### src/rtl/enc4_2_capture.sv
// Registered 4-to-2 encoder: captures rising request edges while enabled and
// holds the encoded index with VALID until the consumer accepts it with READY.
module enc4_2_capture #(
    parameter bit PRIORITY_HIGH = 1'b1,
    parameter int CNT_W         = 8
) (
    input  logic             CLK,
    input  logic             RESET_L,
    input  logic             E1,
    input  logic             E0_L,
    input  logic             I3,
    input  logic             I2,
    input  logic             I1,
    input  logic             I0,
    input  logic             READY,
    output logic             A1,
    output logic             A0,
    output logic             VALID,
    output logic             MULTI,
    output logic             OVR,
    output logic [CNT_W-1:0] COUNT
);

    localparam logic [0:0] S_IDLE = 1'b0;
    localparam logic [0:0] S_HOLD = 1'b1;

    logic [0:0]       r_state;
    logic [3:0]       r_iPrev;
    logic [1:0]       r_code;
    logic             r_multi;
    logic             r_ovr;
    logic [CNT_W-1:0] r_count;

    logic             w_en;
    logic [3:0]       w_req;
    logic [3:0]       w_edge;
    logic             w_any;
    logic             w_multi;
    logic [1:0]       w_code;

    assign w_en    = E1 & ~E0_L;
    assign w_req   = {I3, I2, I1, I0};
    assign w_edge  = w_req & ~r_iPrev & {4{w_en}};
    assign w_any   = |w_edge;
    // Clearing the lowest set bit leaves something only when two or more bits are set.
    assign w_multi = |(w_edge & 4'(w_edge - 4'd1));

    always_comb begin
        w_code = 2'd0;
        if (PRIORITY_HIGH) begin
            if (w_edge[3])      w_code = 2'd3;
            else if (w_edge[2]) w_code = 2'd2;
            else if (w_edge[1]) w_code = 2'd1;
            else                w_code = 2'd0;
        end else begin
            if (w_edge[0])      w_code = 2'd0;
            else if (w_edge[1]) w_code = 2'd1;
            else if (w_edge[2]) w_code = 2'd2;
            else if (w_edge[3]) w_code = 2'd3;
            else                w_code = 2'd0;
        end
    end

    // Request history tracks the raw lines every cycle, so edges seen while disabled are lost.
    always_ff @(posedge CLK or negedge RESET_L) begin
        if (!RESET_L) begin
            r_iPrev <= 4'b0000;
        end else begin
            r_iPrev <= w_req;
        end
    end

    always_ff @(posedge CLK or negedge RESET_L) begin
        if (!RESET_L) begin
            r_state <= S_IDLE;
            r_code  <= 2'd0;
            r_multi <= 1'b0;
            r_ovr   <= 1'b0;
            r_count <= '0;
        end else begin
            case (r_state)
                S_IDLE: begin
                    if (w_any) begin
                        r_code  <= w_code;
                        r_multi <= w_multi;
                        r_state <= S_HOLD;
                    end
                end
                S_HOLD: begin
                    // An accept wins over a coincident edge: that edge becomes the next capture.
                    if (READY) begin
                        r_count <= r_count + CNT_W'(1);
                        r_ovr   <= 1'b0;
                        if (w_any) begin
                            r_code  <= w_code;
                            r_multi <= w_multi;
                        end else begin
                            r_state <= S_IDLE;
                        end
                    end else if (w_any) begin
                        r_ovr <= 1'b1;
                    end
                end
                default: r_state <= S_IDLE;
            endcase
        end
    end

    assign A1    = r_code[1];
    assign A0    = r_code[0];
    assign VALID = (r_state == S_HOLD);
    assign MULTI = r_multi;
    assign OVR   = r_ovr;
    assign COUNT = r_count;

endmodule

### config.mk
export PLATFORM = sky130hd
export DESIGN_NAME = enc4_2_capture
export DESIGN_NICKNAME = d
export VERILOG_FILES = /design/src/rtl/enc4_2_capture.sv
export SDC_FILE = /design/constraint.sdc
export NUM_CORES = 1
export LEC_CHECK = 0
export ABC_AREA = 1
export BUFFER_PORTS_ARGS = -buffer_cell sky130_fd_sc_hd__buf_4
export CAP_MARGIN = 30
export CORE_MARGIN = 2
export CORE_UTILIZATION = 49
export DETAILED_ROUTE_END_ITERATION = 6
export PLACE_DENSITY = 0.81
export SYNTH_ARGS = -nofsm -noshare
export SYNTH_HDL_FRONTEND = slang
export SYNTH_SLANG_ARGS = --single-unit
### constraint.sdc
create_clock -name CLK -period 1.35 [get_ports CLK]
set_clock_uncertainty 0.15 [all_clocks]
set_input_delay 0.27 -clock CLK [delete_from_list [all_inputs] [get_ports CLK]]
set_output_delay 0.27 -clock CLK [all_outputs]
set_load 0.005 [all_outputs]
==> run metrics <==
drt pass-1 iters=4; die span in y=44.05 um; initial antenna violation count=0; status=completed; Final Max Tran Viols=0; worst setup margin=0.03889 ns; WL final=1.437 mm; Placed Cells=129; vias=630; adder-cell share of the synthesized area=1.592%; mean post-synth cell area=8.541 um2; DP HPWL=1.090 mm; minimum clock period=1.311 ns; area grow syn2layout=36.47%; Logic pwr share=32.8%; syn nets=102; fin cells=138; total grt overflow=0; Ys Warns=0; Pint=1026 uW; Core Rows=14; layout cells sized above 1=29.51%; met2 Resource Use GR=27.65%; PD cells=1431 mW/mm2; Syn Inst Count=92; Total Nets Final=133; Rel. slew slack=85.60%; DR vias/cell=4.565; GPL Wtd Cong=0.7823; final setup violation count=0; worst-case clock buffer depth=2; multi-input logic area=336.6 um2; post-CTS setup buffer count=0; initial DRC count=8; DR WL/cell=10.41 um; fmax=762.7 MHz; Setup Crit Path Kind=reg2out; leak pwr=0.0005994 uW; required time worst endpoint=0.93 ns; Reg area=425.4 um2; Slew @ Worst Pin=0.2160 ns; num ports=22; Worst Setup Start Kind=flip-flop; Total GRT Usage=17.42%; Synth Area in Simple Gates=28.03%; layer with the highest usage=met2; compound-cell area share of the yosys netlist=1.274%; most common library cell in the layout ignoring fill and taps=nand2_1; Core Region=0.001506 mm2; Yosys cell types=14; GR Util met1=23.58%; worst-skew pair later-pin latency=0.28 ns; H-tree lvl count=1; worst path bufs/invs=1; Fin Setup TNS=0 ns; worst-case vdd ir drop=0.9752 mV; Yosys reg bits=17; Worst Hold Class=in2reg; die area=0.001940 mm2; fillers=123; Die W=44.05 um; final hold vios=0; Post-DRT Antenna Nets=0; largest net degree at the start of global routing=18; final worst-path cycle share=97.12%; met3 usage=2.857%; Port-buffer cells=21; number of antenna diodes=0; max cap viols=0; Sw Share=33.16%; CP max stage delay=0.45 ns; vias in the first global route=617; commonest non-fill, non-tap cells in the layout=nand2_1 (29), buf_4 (21), dfrtp_1 (17); cell family with most CP delay=flip-flops; crit path cell chain=buf_4; NetSw=508.9 uW; CTS clk-pin slew, worst paths=0.10 ns; setup slack at placement=0.05692 ns; DR DRC count=0; CP Max Fanout=4; XOR/XNOR share of the synthesized area=7.803%; clock root buffer=clkbuf_4; clk sink count=17; first-pass GRT wire length=2.497 mm; mux contribution to synthesized area=0%; part of the Yosys area used for sequential elements=54.14%; largest family of logic cells by synthesized area=simple AND/OR/NAND/NOR gates; CP Data Arrival Time=0.89 ns; CP max stage cell=dfrtp_1; Final Util=71.18%; Seq pwr share=49.5%; crit end category=output port; clock share of power=17.6%; CTS tree=yes; Initial Util=52.16%; TritonCTS Buffers=3; Cell Area, Synth=785.8 um2
## area by class of cell
cell class	instances	share of cell area, %
clock buffer	4	2.450
sequential	17	39.67
inverter	15	5.251
tap	16	1.867
multi-input combinational	60	31.39
timing repair buffer	26	19.37
## power groups by stage
stage | clock network, uW | logic [uW] | registers (uW)
global route | 295 | 567 | 781
CTS | 276 | 500 | 753
floorplan | 0 | 218 | 758
detailed placement | 0 | 485 | 763
finish | 270 | 504 | 760
global placement | 0 | 466 | 757
## per-layer routing
| layer | routed length, um | up-vias |
|---|---|---|
| met3 | 83 | 2 |
| met1 | 621 | 279 |
| met4 | 15 | 0 |
| met2 | 717 | 19 |
| li1 | - | 330 |
| met5 | 0 | - |
## kinds of logic after synthesis
logic type / count (synthesis)
buffers and inverters: 15
flip-flops: 17
adder cells (fa/ha/maj): 1
AO/OA/AOI/OAI: 2
XOR/XNOR: 7
AND/OR/NAND/NOR: 50
## registers in the layout, indices dropped and copies added, names as in the netlist
signal and flops:
COUNT 8, r_iPrev 4, r_code 2, MULTI 1
OVR 1, VALID 1
## Yosys cell counts
cell / n / area share [%]
dfrtp_1: 17 / 54
nand3_1: 6 / 3.8
nor2_1: 9 / 4.3
ha_1: 1 / 1.6
inv_2: 1 / 0.48
xnor2_1: 3 / 3.3
o21ai_0: 1 / 0.64
nor2_4: 1 / 1.4
nand2_2: 2 / 1.6
nor3_4: 1 / 2.1
inv_1: 14 / 6.7
xor2_1: 4 / 4.5
nand2_1: 31 / 15
a21oi_1: 1 / 0.64
## per-stage QoR
stage	total power (uW)	area, um2	hold slack [ns]
3_3_place_gp	1223	963.4	-0.005937
6_report	1535	1072	0.1462
2_1_floorplan	976.0	785.8	-0.1756
5_1_grt	1643	1072	0.1538
3_5_place_dp	1247	963.4	-0.003211
4_1_cts	1528	1040	0.1680
## final timing paths
| kind | from | slack, ns | endpoint | depth (start not counted) |
|---|---|---|---|---|
| worst max-delay path | VALID$_DFF_PN0_ | 0.04 | VALID | 1 |
| worst min-delay path | READY | 0.15 | COUNT[1]$_DFFE_PN0P_ | 4 |
| worst max register to register | COUNT[1]$_DFFE_PN0P_ | 0.08 | COUNT[7]$_DFFE_PN0P_ | 4 |
| worst min register to register | r_code[0]$_DFFE_PN0P_ | 0.33 | r_code[0]$_DFFE_PN0P_ | 2 |
| max in group asynchronous | RESET_L | 0.65 | COUNT[7]$_DFFE_PN0P_ | 2 |
| min in group asynchronous | RESET_L | 0.21 | r_code[1]$_DFFE_PN0P_ | 2 |
## worst register-to-register path: cells and delay by family, from the launching register on
kind             cells  cell delay, ns
AND/OR/NAND/NOR      3            0.45
flip-flops           1            0.43
XOR/XNOR             1            0.15
## repair_timing
action,in CTS,in global routing
gates resized for setup,0,8
endpoints found under the hold margin,21,0
hold buffers,5,0
endpoints found under the setup margin,0,5
Note: power is estimated with default switching activity, not from simulation.
